File: src/rtl/mem_access_ctrl_pkg.sv
// mem_access_ctrl_pkg
// Shared definitions for the MEM-stage data memory access controller.
// Holds the FSM state encoding and the default timeout parameters used
// by the controller and its timeout counter.
// No ports (package).

package mem_access_ctrl_pkg;

  // Encodings are fixed so that waveforms and any external decode agree.
  typedef enum logic [1:0] {
    IDLE = 2'd0,
    REQ  = 2'd1,
    DONE = 2'd2
  } state_t;

  localparam int DEFAULT_TIMEOUT = 255;
  localparam int DEFAULT_TO_W    = 8;

endpackage

File: src/rtl/mem_access_ctrl_if.sv
// mem_access_ctrl_if
// Request/acknowledge bus between the MEM-stage controller and the
// variable-latency data memory.
// Signals:
//   mem_req_o    controller -> memory  request, level, held until ack
//   mem_we_o     controller -> memory  1 = write, 0 = read
//   mem_addr_o   controller -> memory  registered address
//   mem_wdata_o  controller -> memory  registered store data
//   mem_ack_i    memory -> controller  completion, one-cycle pulse
//   mem_rdata_i  memory -> controller  load data, valid with mem_ack_i
// Modports: master (controller side), slave (memory side).

interface mem_access_ctrl_if #(
  parameter int ADDR_W = 32,
  parameter int DATA_W = 32
) ();

  logic              mem_req_o;
  logic              mem_we_o;
  logic [ADDR_W-1:0] mem_addr_o;
  logic [DATA_W-1:0] mem_wdata_o;
  logic              mem_ack_i;
  logic [DATA_W-1:0] mem_rdata_i;

  modport master (
    output mem_req_o,
    output mem_we_o,
    output mem_addr_o,
    output mem_wdata_o,
    input  mem_ack_i,
    input  mem_rdata_i
  );

  modport slave (
    input  mem_req_o,
    input  mem_we_o,
    input  mem_addr_o,
    input  mem_wdata_o,
    output mem_ack_i,
    output mem_rdata_i
  );

endinterface

File: src/rtl/mem_access_ctrl_timeout_counter.sv
// timeout_counter
// Counts cycles spent waiting for a memory acknowledge and flags when the
// wait has reached TIMEOUT cycles.
// Ports:
//   clk      in   rising-edge clock
//   reset    in   asynchronous, active-low reset
//   en       in   count this cycle
//   clr      in   synchronous clear (has priority over en)
//   expired  out  count has reached TIMEOUT

module timeout_counter
  import mem_access_ctrl_pkg::*;
#(
  parameter int TO_W    = DEFAULT_TO_W,
  parameter int TIMEOUT = DEFAULT_TIMEOUT
) (
  input  logic clk,
  input  logic reset,
  input  logic en,
  input  logic clr,
  output logic expired
);

  logic [TO_W-1:0] count;

  assign expired = (count == TO_W'(TIMEOUT));

  // The count is held once it reaches TIMEOUT so it can never wrap back
  // to zero and hide an expired wait, even if en stays high.
  always_ff @(posedge clk or negedge reset) begin
    if (!reset) begin
      count <= '0;
    end else if (clr) begin
      count <= '0;
    end else if (en && !expired) begin
      count <= count + TO_W'(1);
    end
  end

endmodule

File: src/rtl/mem_access_ctrl.sv
// mem_access_ctrl
// Sequences data-memory accesses for the MEM stage of the 5-stage pipeline.
// Captures the EX/MEM access, issues a req/ack transaction on the memory
// bus, stalls the upstream pipeline and bubbles MEM/WB while the access is
// outstanding, and aborts with a sticky error if the memory never answers.
// Ports:
//   clk            in   rising-edge clock
//   reset          in   asynchronous, active-low reset
//   MemRead_i      in   load in EX/MEM
//   MemWrite_i     in   store in EX/MEM (wins if both are set)
//   addr_i         in   effective address (EX/MEM ALU result)
//   wdata_i        in   store data (EX/MEM Op2)
//   mem            if   memory bus, master side
//   rdata_o        out  load data to MEM/WB
//   rdata_valid_o  out  rdata_o valid, DONE cycle of a load only
//   stall_o        out  hold PC, IF/ID, ID/EX and EX/MEM
//   bubble_o       out  force no-op controls into MEM/WB
//   err_o          out  sticky timeout flag, cleared only by reset

module mem_access_ctrl
  import mem_access_ctrl_pkg::*;
#(
  parameter int ADDR_W  = 32,
  parameter int DATA_W  = 32,
  parameter int TIMEOUT = DEFAULT_TIMEOUT,
  parameter int TO_W    = DEFAULT_TO_W
) (
  input  logic              clk,
  input  logic              reset,
  input  logic              MemRead_i,
  input  logic              MemWrite_i,
  input  logic [ADDR_W-1:0] addr_i,
  input  logic [DATA_W-1:0] wdata_i,
  mem_access_ctrl_if.master mem,
  output logic [DATA_W-1:0] rdata_o,
  output logic              rdata_valid_o,
  output logic              stall_o,
  output logic              bubble_o,
  output logic              err_o
);

  state_t            state;
  state_t            next_state;
  logic              access;
  logic              ack;
  logic              in_req;
  logic              expired;
  logic [ADDR_W-1:0] addr_q;
  logic [DATA_W-1:0] wdata_q;
  logic              we_q;
  logic [DATA_W-1:0] rdata_q;
  logic              err_q;

  assign access = MemRead_i | MemWrite_i;
  assign ack    = mem.mem_ack_i;
  assign in_req = (state == REQ);

  // Wait-cycle guard: counts only REQ cycles without an ack and restarts
  // for every new access because it is cleared outside REQ.
  timeout_counter #(
    .TO_W    (TO_W),
    .TIMEOUT (TIMEOUT)
  ) u_timeout (
    .clk     (clk),
    .reset   (reset),
    .en      (in_req & ~ack),
    .clr     (~in_req),
    .expired (expired)
  );

  // State register. Reset abandons any in-flight access; a late ack then
  // lands in IDLE where it has no effect.
  always_ff @(posedge clk or negedge reset) begin
    if (!reset) begin
      state <= IDLE;
    end else begin
      state <= next_state;
    end
  end

  // Next-state logic. Ack is tested before expiry so that an ack arriving
  // in the same cycle as the timeout completes the access normally.
  always_comb begin
    next_state = state;
    case (state)
      IDLE: begin
        if (access) begin
          next_state = REQ;
        end
      end
      REQ: begin
        if (ack || expired) begin
          next_state = DONE;
        end
      end
      DONE: begin
        next_state = IDLE;
      end
      default: begin
        next_state = IDLE;
      end
    endcase
  end

  // Capture the EX/MEM access when it is first seen so that the bus stays
  // stable for the whole request, however long memory takes.
  always_ff @(posedge clk or negedge reset) begin
    if (!reset) begin
      addr_q  <= '0;
      wdata_q <= '0;
      we_q    <= 1'b0;
    end else if ((state == IDLE) && access) begin
      addr_q  <= addr_i;
      wdata_q <= wdata_i;
      we_q    <= MemWrite_i;
    end
  end

  // Load data and error capture. Stores leave rdata untouched on ack; a
  // timeout zeroes rdata so a stale value is never handed to writeback.
  always_ff @(posedge clk or negedge reset) begin
    if (!reset) begin
      rdata_q <= '0;
      err_q   <= 1'b0;
    end else if (in_req) begin
      if (ack) begin
        if (!we_q) begin
          rdata_q <= mem.mem_rdata_i;
        end
      end else if (expired) begin
        rdata_q <= '0;
        err_q   <= 1'b1;
      end
    end
  end

  assign mem.mem_req_o   = in_req;
  assign mem.mem_we_o    = we_q;
  assign mem.mem_addr_o  = addr_q;
  assign mem.mem_wdata_o = wdata_q;

  assign rdata_o       = rdata_q;
  assign rdata_valid_o = (state == DONE) & ~we_q;
  assign err_o         = err_q;

  // Stall is gated by reset so it drops immediately when reset is applied,
  // even while an access is still presented on the EX/MEM inputs.
  assign stall_o  = reset & (((state == IDLE) & access) | in_req);
  assign bubble_o = stall_o;

endmodule

File: src/flat_wrapper.sv
// flat-port wrapper written by rule: the top's interface ports become plain ports
module mem_access_ctrl_flat import mem_access_ctrl_pkg::*;
#(
  parameter int ADDR_W  = 32,
  parameter int DATA_W  = 32,
  parameter int TIMEOUT = DEFAULT_TIMEOUT,
  parameter int TO_W    = DEFAULT_TO_W
)
  (clk, reset, MemRead_i, MemWrite_i, addr_i, wdata_i, rdata_o, rdata_valid_o, stall_o, bubble_o, err_o, mem_mem_req_o, mem_mem_we_o, mem_mem_addr_o, mem_mem_wdata_o, mem_mem_ack_i, mem_mem_rdata_i);
  mem_access_ctrl_if #(.ADDR_W(ADDR_W), .DATA_W(DATA_W)) mem_i ();
  input  logic clk;
  input  logic reset;
  input  logic MemRead_i;
  input  logic MemWrite_i;
  input  logic [ADDR_W-1:0] addr_i;
  input  logic [DATA_W-1:0] wdata_i;
  output logic [DATA_W-1:0] rdata_o;
  output logic rdata_valid_o;
  output logic stall_o;
  output logic bubble_o;
  output logic err_o;
  output wire logic [$bits(mem_i.mem_req_o)-1:0] mem_mem_req_o;
  output wire logic [$bits(mem_i.mem_we_o)-1:0] mem_mem_we_o;
  output wire logic [$bits(mem_i.mem_addr_o)-1:0] mem_mem_addr_o;
  output wire logic [$bits(mem_i.mem_wdata_o)-1:0] mem_mem_wdata_o;
  input wire logic [$bits(mem_i.mem_ack_i)-1:0] mem_mem_ack_i;
  input wire logic [$bits(mem_i.mem_rdata_i)-1:0] mem_mem_rdata_i;
  assign mem_mem_req_o = mem_i.mem_req_o;
  assign mem_mem_we_o = mem_i.mem_we_o;
  assign mem_mem_addr_o = mem_i.mem_addr_o;
  assign mem_mem_wdata_o = mem_i.mem_wdata_o;
  assign mem_i.mem_ack_i = mem_mem_ack_i;
  assign mem_i.mem_rdata_i = mem_mem_rdata_i;
  mem_access_ctrl #(.ADDR_W(ADDR_W), .DATA_W(DATA_W), .TIMEOUT(TIMEOUT), .TO_W(TO_W)) u_core (.clk(clk), .reset(reset), .MemRead_i(MemRead_i), .MemWrite_i(MemWrite_i), .addr_i(addr_i), .wdata_i(wdata_i), .mem(mem_i), .rdata_o(rdata_o), .rdata_valid_o(rdata_valid_o), .stall_o(stall_o), .bubble_o(bubble_o), .err_o(err_o));
endmodule
File: config.mk
export PLATFORM = sky130hd
export DESIGN_NAME = mem_access_ctrl_flat
export DESIGN_NICKNAME = d
export VERILOG_FILES = /design/src/rtl/mem_access_ctrl_pkg.sv /design/src/rtl/mem_access_ctrl_if.sv /design/src/rtl/mem_access_ctrl_timeout_counter.sv /design/src/rtl/mem_access_ctrl.sv /design/src/flat_wrapper.sv
export SDC_FILE = /design/constraint.sdc
export NUM_CORES = 1
export LEC_CHECK = 0
export CAP_MARGIN = 15
export CORE_AREA = 2 2 138 86
export DETAILED_ROUTE_END_ITERATION = 8
export DIE_AREA = 0 0 140 88
export PLACE_DENSITY = 0.78
export REMOVE_ABC_BUFFERS = 1
export SLEW_MARGIN = 20
export SYNTH_ARGS = -nofsm -noshare
export SYNTH_HDL_FRONTEND = slang
export SYNTH_SLANG_ARGS = --single-unit
File: constraint.sdc
create_clock -name clk -period 2.09 [get_ports clk]
set_clock_uncertainty 0.1 [all_clocks]
set_input_delay 0.418 -clock clk [delete_from_list [all_inputs] [get_ports clk]]
set_output_delay 0.418 -clock clk [all_outputs]
set_load 0.02 [all_outputs]
; Word level (Yosys, flattened, before mapping)
; Index checks and enable logic that the tools add are counted.
[totals]
ff_bits = 108
latch_bits = 0
ram_bits = 0
romBits = 0
inputBits = 101
word_cells = 40
mem_count = 0
[classes]
addsub = 1
mul = 0
div_mod_pow = 0
order_cmp = 0
n_eq_ne = 7
n_shift = 0
mux = 8
bitwise = 8
reduce_logical = 9
[ops]
columns = operator, n
row1 = $mux 32, 3
row2 = $mux 8, 2
row3 = $add 8x1->8 const B, 1
row4 = $eq 8x8->1 const B, 1
row5 = $ne 2x2->1 const B, 3
row6 = $reduce_and 3->1, 2
row7 = $and 1x1->1, 4
row8 = $mux 2, 2
row9 = $pmux 2 s2, 1
row10 = $eq 2x1->1 const B, 1
row11 = $eq 2x2->1 const B, 1
row12 = $logic_and 1x1->1, 2
row13 = $logic_not 2->1, 1
row14 = $ne 2x1->1 const B, 1
row15 = $not 1->1, 2
row16 = $or 1x1->1, 2
row17 = $reduce_and 2->1, 1
row18 = $reduce_bool 2->1, 1
row19 = $logic_not 1->1, 1
row20 = $logic_or 1x1->1, 1

; Logic depth before layout (Yosys ltp)
[depth]
word_depth = 5
mapped_depth = 5
ltp_nobuf = 4

; Modules after synthesis
; Synthesis repeated with hierarchy kept, for this count alone.
[hier_totals]
hier_cells = 339
hier_area_um2 = 4531.8
[by_module_without_submodules]
columns = module, n_inst, cells_each, area_per_inst_um2
row1 = mem_access_ctrl, 1, 292, 4062.6
row2 = timeout_counter, 1, 47, 469.2

; Worst setup path before layout
; OpenSTA, ideal clock, no wires.
[synth_path]
path_type = in2out
startpoint = in MemWrite_i
endpoint = out stall_o
t_arrival_ns = 1.290
required_ns = 1.572
slack_ns = 0.282
cell_stages = 3
n_path_buf = 1
cell_sequence = nor3_1 > nor3b_1 > buf_4
[synth_via]
elab_chain_cells = 4
[synth_rtl]
columns = item, line_no
row1 = from (decl), flat_wrapper.sv:14  ; input logic MemWrite_i;
row2 = $or 1x1->1, mem_access_ctrl.sv:54  ; assign access = MemRead_i | MemWrite_i;
row3 = $and 1x1->1, mem_access_ctrl.sv:148  ; assign stall_o = reset & (((state == IDLE) & access) | in_req);
row4 = $or 1x1->1, mem_access_ctrl.sv:148
row5 = $and 1x1->1, mem_access_ctrl.sv:148
row6 = to (decl), flat_wrapper.sv:19  ; output logic stall_o;
; No other way between the ends.

; Worst setup path after layout
[layout_path]
startpoint = in mem_mem_ack_i
endpoint = reg u_core.rdata_q[24] (netlist: u_core.rdata_o[24])
[layout_via]
elab_chain_cells = 2
elab_cells_between_ends = 4
cone_classes = 1 x eq/ne / 1 x mux / 2 x reduce/logical
[layout_rtl]
columns = item, line_no
row1 = from (decl), flat_wrapper.sv:26  ; input wire logic [$bits(mem_i.mem_ack_i)-1:0] mem_mem_ack_i;
row2 = $ne 2x2->1 (no source line) / $reduce_bool 2->1 (equally long branches), n/a
row3 = $reduce_and 3->1 (no source line), n/a
row4 = to (signal assigned), mem_access_ctrl.sv:128  ; rdata_q <= mem.mem_rdata_i;
row5 = to (decl), mem_access_ctrl.sv:51  ; logic [DATA_W-1:0] rdata_q;
; Several ways; a longest one is shown, not always the timed one.
; A chain may end at the register's enable or synchronous reset.

==> results.tsv <==
metric	value	unit
Crit path required time	2.21	ns
Seq pwr share	0.329	
kind of cell adding the most delay to the critical path	compound AO/OA/AOI/OAI gates	
global-route wire length before repair	18520	µm
detailed router's first-iteration violation count	177	
later-pin clock latency in the skew report	0.34	ns
# Post-CTS Setup Buffers	0	
total clock sinks	108	
clock group share of total power	0.174	
Pins Over Slew Limit	0	
internal reg-to-reg setup slack	0.14	ns
CP Launch Point	mem_mem_ack_i	
worst r2r dst	u_core.rdata_o[24]	
area used by multi-input combinational logic	1638	µm²
library cell used as clock root buffer	sky130_fd_sc_hd__clkbuf_16	
clock buffer count from CTS	9	
average instance area after synthesis	14.37	µm²
maximum number of pins on one net before global-route repair	109	
via count of the routed design	3354	
Synth Instances	308	
clk buf depth	2	
die outline height	88	µm
reg2reg path depth	4	
Filler Cell Count	813	
crit path capture	u_core.rdata_o[24]	
total inserted antenna cells	0	
worst vdd rail ir drop	0.8544	mV
Slew headroom	0.6081	
Post-layout nets	614	
total grt overflow	0	
outcome	finished, violations left	
FP Rows	30	
Critical Path AT	2.10	ns
startpoint of the lowest-slack register-to-register path	u_core.u_timeout.count[0]	
part of the power in combinational logic	0.497	
antenna violations before repair	0	
via count of the first global-routing pass	3581	
count of max-cap constraint violations	0	
total power per unit cell area	1514	nW/µm²
net switching share of the total power	0.3507	
number of optimization iterations in the first detailed-route pass	9	
dominant cells by area after synthesis	sky130_fd_sc_hd__dfrtp_1 (61%), sky130_fd_sc_hd__mux2_2 (17%), sky130_fd_sc_hd__a221o_1 (7.2%), sky130_fd_sc_hd__and2_1 (4.5%), sky130_fd_sc_hd__buf_2 (1.1%)	
stages on the worst setup path	4	
Die ar.	12320	µm²
number of endpoints failing setup at the final stage	0	
Netlist cell types	35	
weighted congestion at the end of routability-driven global placement	0.7738	
post-route design area	6974	µm²
Chip Width	140	µm
mean routed wirelength per cell	17.53	µm
Tcrit/Tclk final	0.9468	
HPWL reported at the end of detailed placement	7796	µm
Layout area overhead	57.59	%
total global-route track usage	0.1905	
number of buffers inserted by hold repair at cts	0	
Yosys reg bits	108	
share of final-layout standard cells stronger than drive strength 1	0.1954	
cell type with the largest total area after synthesis	sky130_fd_sc_hd__dfrtp_1	
number of warnings reported in the yosys synthesis log	0	
Overall Power	10.56	mW
total placed instance area	6633	µm²
summed instance area of the synthesized netlist	4425	µm²
slowest stage delay, CP	0.52	ns
# H-tree levels	3	
largest fanout of any net on the critical path	16	
Routed WL	11590	µm
Tmin final	1.979	ns
count of port buffers added during placement	202	
final hold violations	0	
Seq/Total Area, Yosys	0.6107	
fin util	0.6298	
CTS tree	yes	
Hold/Removal Path Class	in -> async	
series of cell instances along the critical path	clkdlybuf4s50_1 > nor2b_1 > a31oi_4 > a221o_1	
clock-pin transition on the worst setup and hold timing paths	0.07	ns
static leakage	2.784	nW
Bufs and invs on worst path	1	
setup repair after global routing missed its margin	no	
antenna viol nets, final	0	
P_sw	3.703	mW
fraction of synthesized cell area taken by the top area cell type	0.6107	
Highest Clock Rate	505.4	MHz
endpoint kind of the worst setup timing path	flip-flop	
slowest stage cell on the critical path	sky130_fd_sc_hd__clkdlybuf4s50_1	
startpoint type of the worst setup path	input pin	
starting utilization of the core area	0.3997	
Storage cell area	2703	µm²
transition time at the pin with the least slew margin	0.5878	ns
detailed-route vias per instance	5.074	
violated checks	DRC	
crit path kind	in -> reg	
internal power component	6.855	mW
placeable core area	11070	µm²
number of placed I/O pins	203	
number of DRC violations after detailed routing	10	
==> cells in the mapped netlist <==
cell type,instances
sky130_fd_sc_hd__a2111o_1,1
sky130_fd_sc_hd__a211oi_1,2
sky130_fd_sc_hd__a21bo_2,1
sky130_fd_sc_hd__a21boi_0,1
sky130_fd_sc_hd__a21oi_1,5
sky130_fd_sc_hd__a221o_1,32
sky130_fd_sc_hd__a311oi_1,1
sky130_fd_sc_hd__a31oi_4,1
sky130_fd_sc_hd__a41o_1,1
sky130_fd_sc_hd__a41oi_1,1
sky130_fd_sc_hd__and2_1,32
sky130_fd_sc_hd__and3_1,1
sky130_fd_sc_hd__and3b_1,1
sky130_fd_sc_hd__and4_1,1
sky130_fd_sc_hd__and4b_1,1
sky130_fd_sc_hd__buf_2,10
sky130_fd_sc_hd__buf_4,1
sky130_fd_sc_hd__buf_6,4
sky130_fd_sc_hd__clkbuf_1,5
sky130_fd_sc_hd__dfrtp_1,108
sky130_fd_sc_hd__ha_1,1
sky130_fd_sc_hd__inv_1,2
sky130_fd_sc_hd__mux2_2,65
sky130_fd_sc_hd__mux2i_1,3
sky130_fd_sc_hd__nand2_1,8
sky130_fd_sc_hd__nand2b_1,3
sky130_fd_sc_hd__nand3_1,1
sky130_fd_sc_hd__nand4b_1,2
sky130_fd_sc_hd__nor2_1,2
sky130_fd_sc_hd__nor2b_1,1
sky130_fd_sc_hd__nor3_1,4
sky130_fd_sc_hd__nor3b_1,2
sky130_fd_sc_hd__nor4bb_1,1
sky130_fd_sc_hd__o21ai_0,2
sky130_fd_sc_hd__o21bai_1,1
==> how the worst min path moves through the flow <==
stage | endpoint | slack (ns)
floorplan | u_core.err_o | 0.02
global placement | u_core.err_o | 0.38
detailed placement | u_core.err_o | 0.38
CTS | u_core.mem.mem_addr_o[11] | 0.10
global route | u_core.mem.mem_addr_o[11] | 0.11
finish | u_core.rdata_o[16] | 0.05
==> power groups by stage <==
stage / logic (mW) / registers, mW / clock network [mW]
2_1_floorplan: 1.82 / 4.48 / 0
4_1_cts: 5.31 / 3.48 / 1.89
6_report: 5.24 / 3.48 / 1.84
3_5_place_dp: 5.29 / 3.50 / 0
3_3_place_gp: 5.18 / 3.46 / 0
5_1_grt: 5.57 / 3.61 / 1.99
==> through the flow <==
step	worst slack (ns)	instances	TNS [ns]	hold WS [ns]
final	0.1112	661	0	0.04789
after global placement	-0.2515	644	-2.812	0.3810
after detailed placement	-0.2983	644	-5.970	0.3844
after floorplan	-3.783	288	-282.55	0.02241
after CTS	-0.004481	661	-0.004481	0.1012
after global routing	0.03522	661	0	0.1108
==> flip-flops by register name, indices dropped and copies added, names as in the netlist <==
name / cells
u_core.mem.mem_addr_o: 32
u_core.state: 2
u_core.mem.mem_we_o: 1
u_core.rdata_o: 32
u_core.err_o: 1
u_core.u_timeout.count: 8
u_core.mem.mem_wdata_o: 32
==> cells in the final DEF, fill, tap and decap left out, types with 3 or more instances in the layout <==
cell type	netlist	final
sky130_fd_sc_hd__buf_4	1	8
sky130_fd_sc_hd__nand2_1	8	8
sky130_fd_sc_hd__buf_12	0	3
sky130_fd_sc_hd__and2_1	32	32
sky130_fd_sc_hd__mux2_2	65	65
sky130_fd_sc_hd__mux2i_1	3	3
sky130_fd_sc_hd__nor3_1	4	3
sky130_fd_sc_hd__dfrtp_1	108	108
sky130_fd_sc_hd__a221o_1	32	32
sky130_fd_sc_hd__clkinvlp_4	0	3
sky130_fd_sc_hd__a21oi_1	5	5
sky130_fd_sc_hd__nand2b_1	3	3
sky130_fd_sc_hd__clkdlybuf4s50_1	0	197
sky130_fd_sc_hd__clkbuf_16	0	9
==> cells by family (layout without fill, tap and decap cells) <==
family,after synthesis,in the layout,share of synthesized area
DFF,108,108,0.6107
buffers and inverters,22,230,0.02912
adders and majority gates,1,1,0.002827
and+or+nand+nor,60,60,0.08228
AOI/OAI and AO/OA,49,50,0.1029
muxes,68,68,0.1722
==> timing repair <==
action | 4_1_cts | 5_1_grt
endpoints found under the setup margin | 36 | 34
cloned | 1 | 0
gates resized for setup | 5 | 7
pin swaps | 1 | 0
==> routing by layer <==
metal	vias to the layer above	routed length, µm	track usage
met5	-	0	0
met4	0	110	0.04683
met2	157	5229	0.2929
li1	1541	-	-
met3	11	1204	0.08037
met1	1645	5043	0.2535
==> final cells by class <==
type,instances,share of cell area
clock inverters,6,0.01256
clock buffers,10,0.03427
inverters,2,0.001076
multi-input cells,179,0.2348
repair buffers,212,0.3039
flip-flops and latches,108,0.3875
well taps,144,0.02583
No activity file was read; power rests on OpenSTA's default activity.
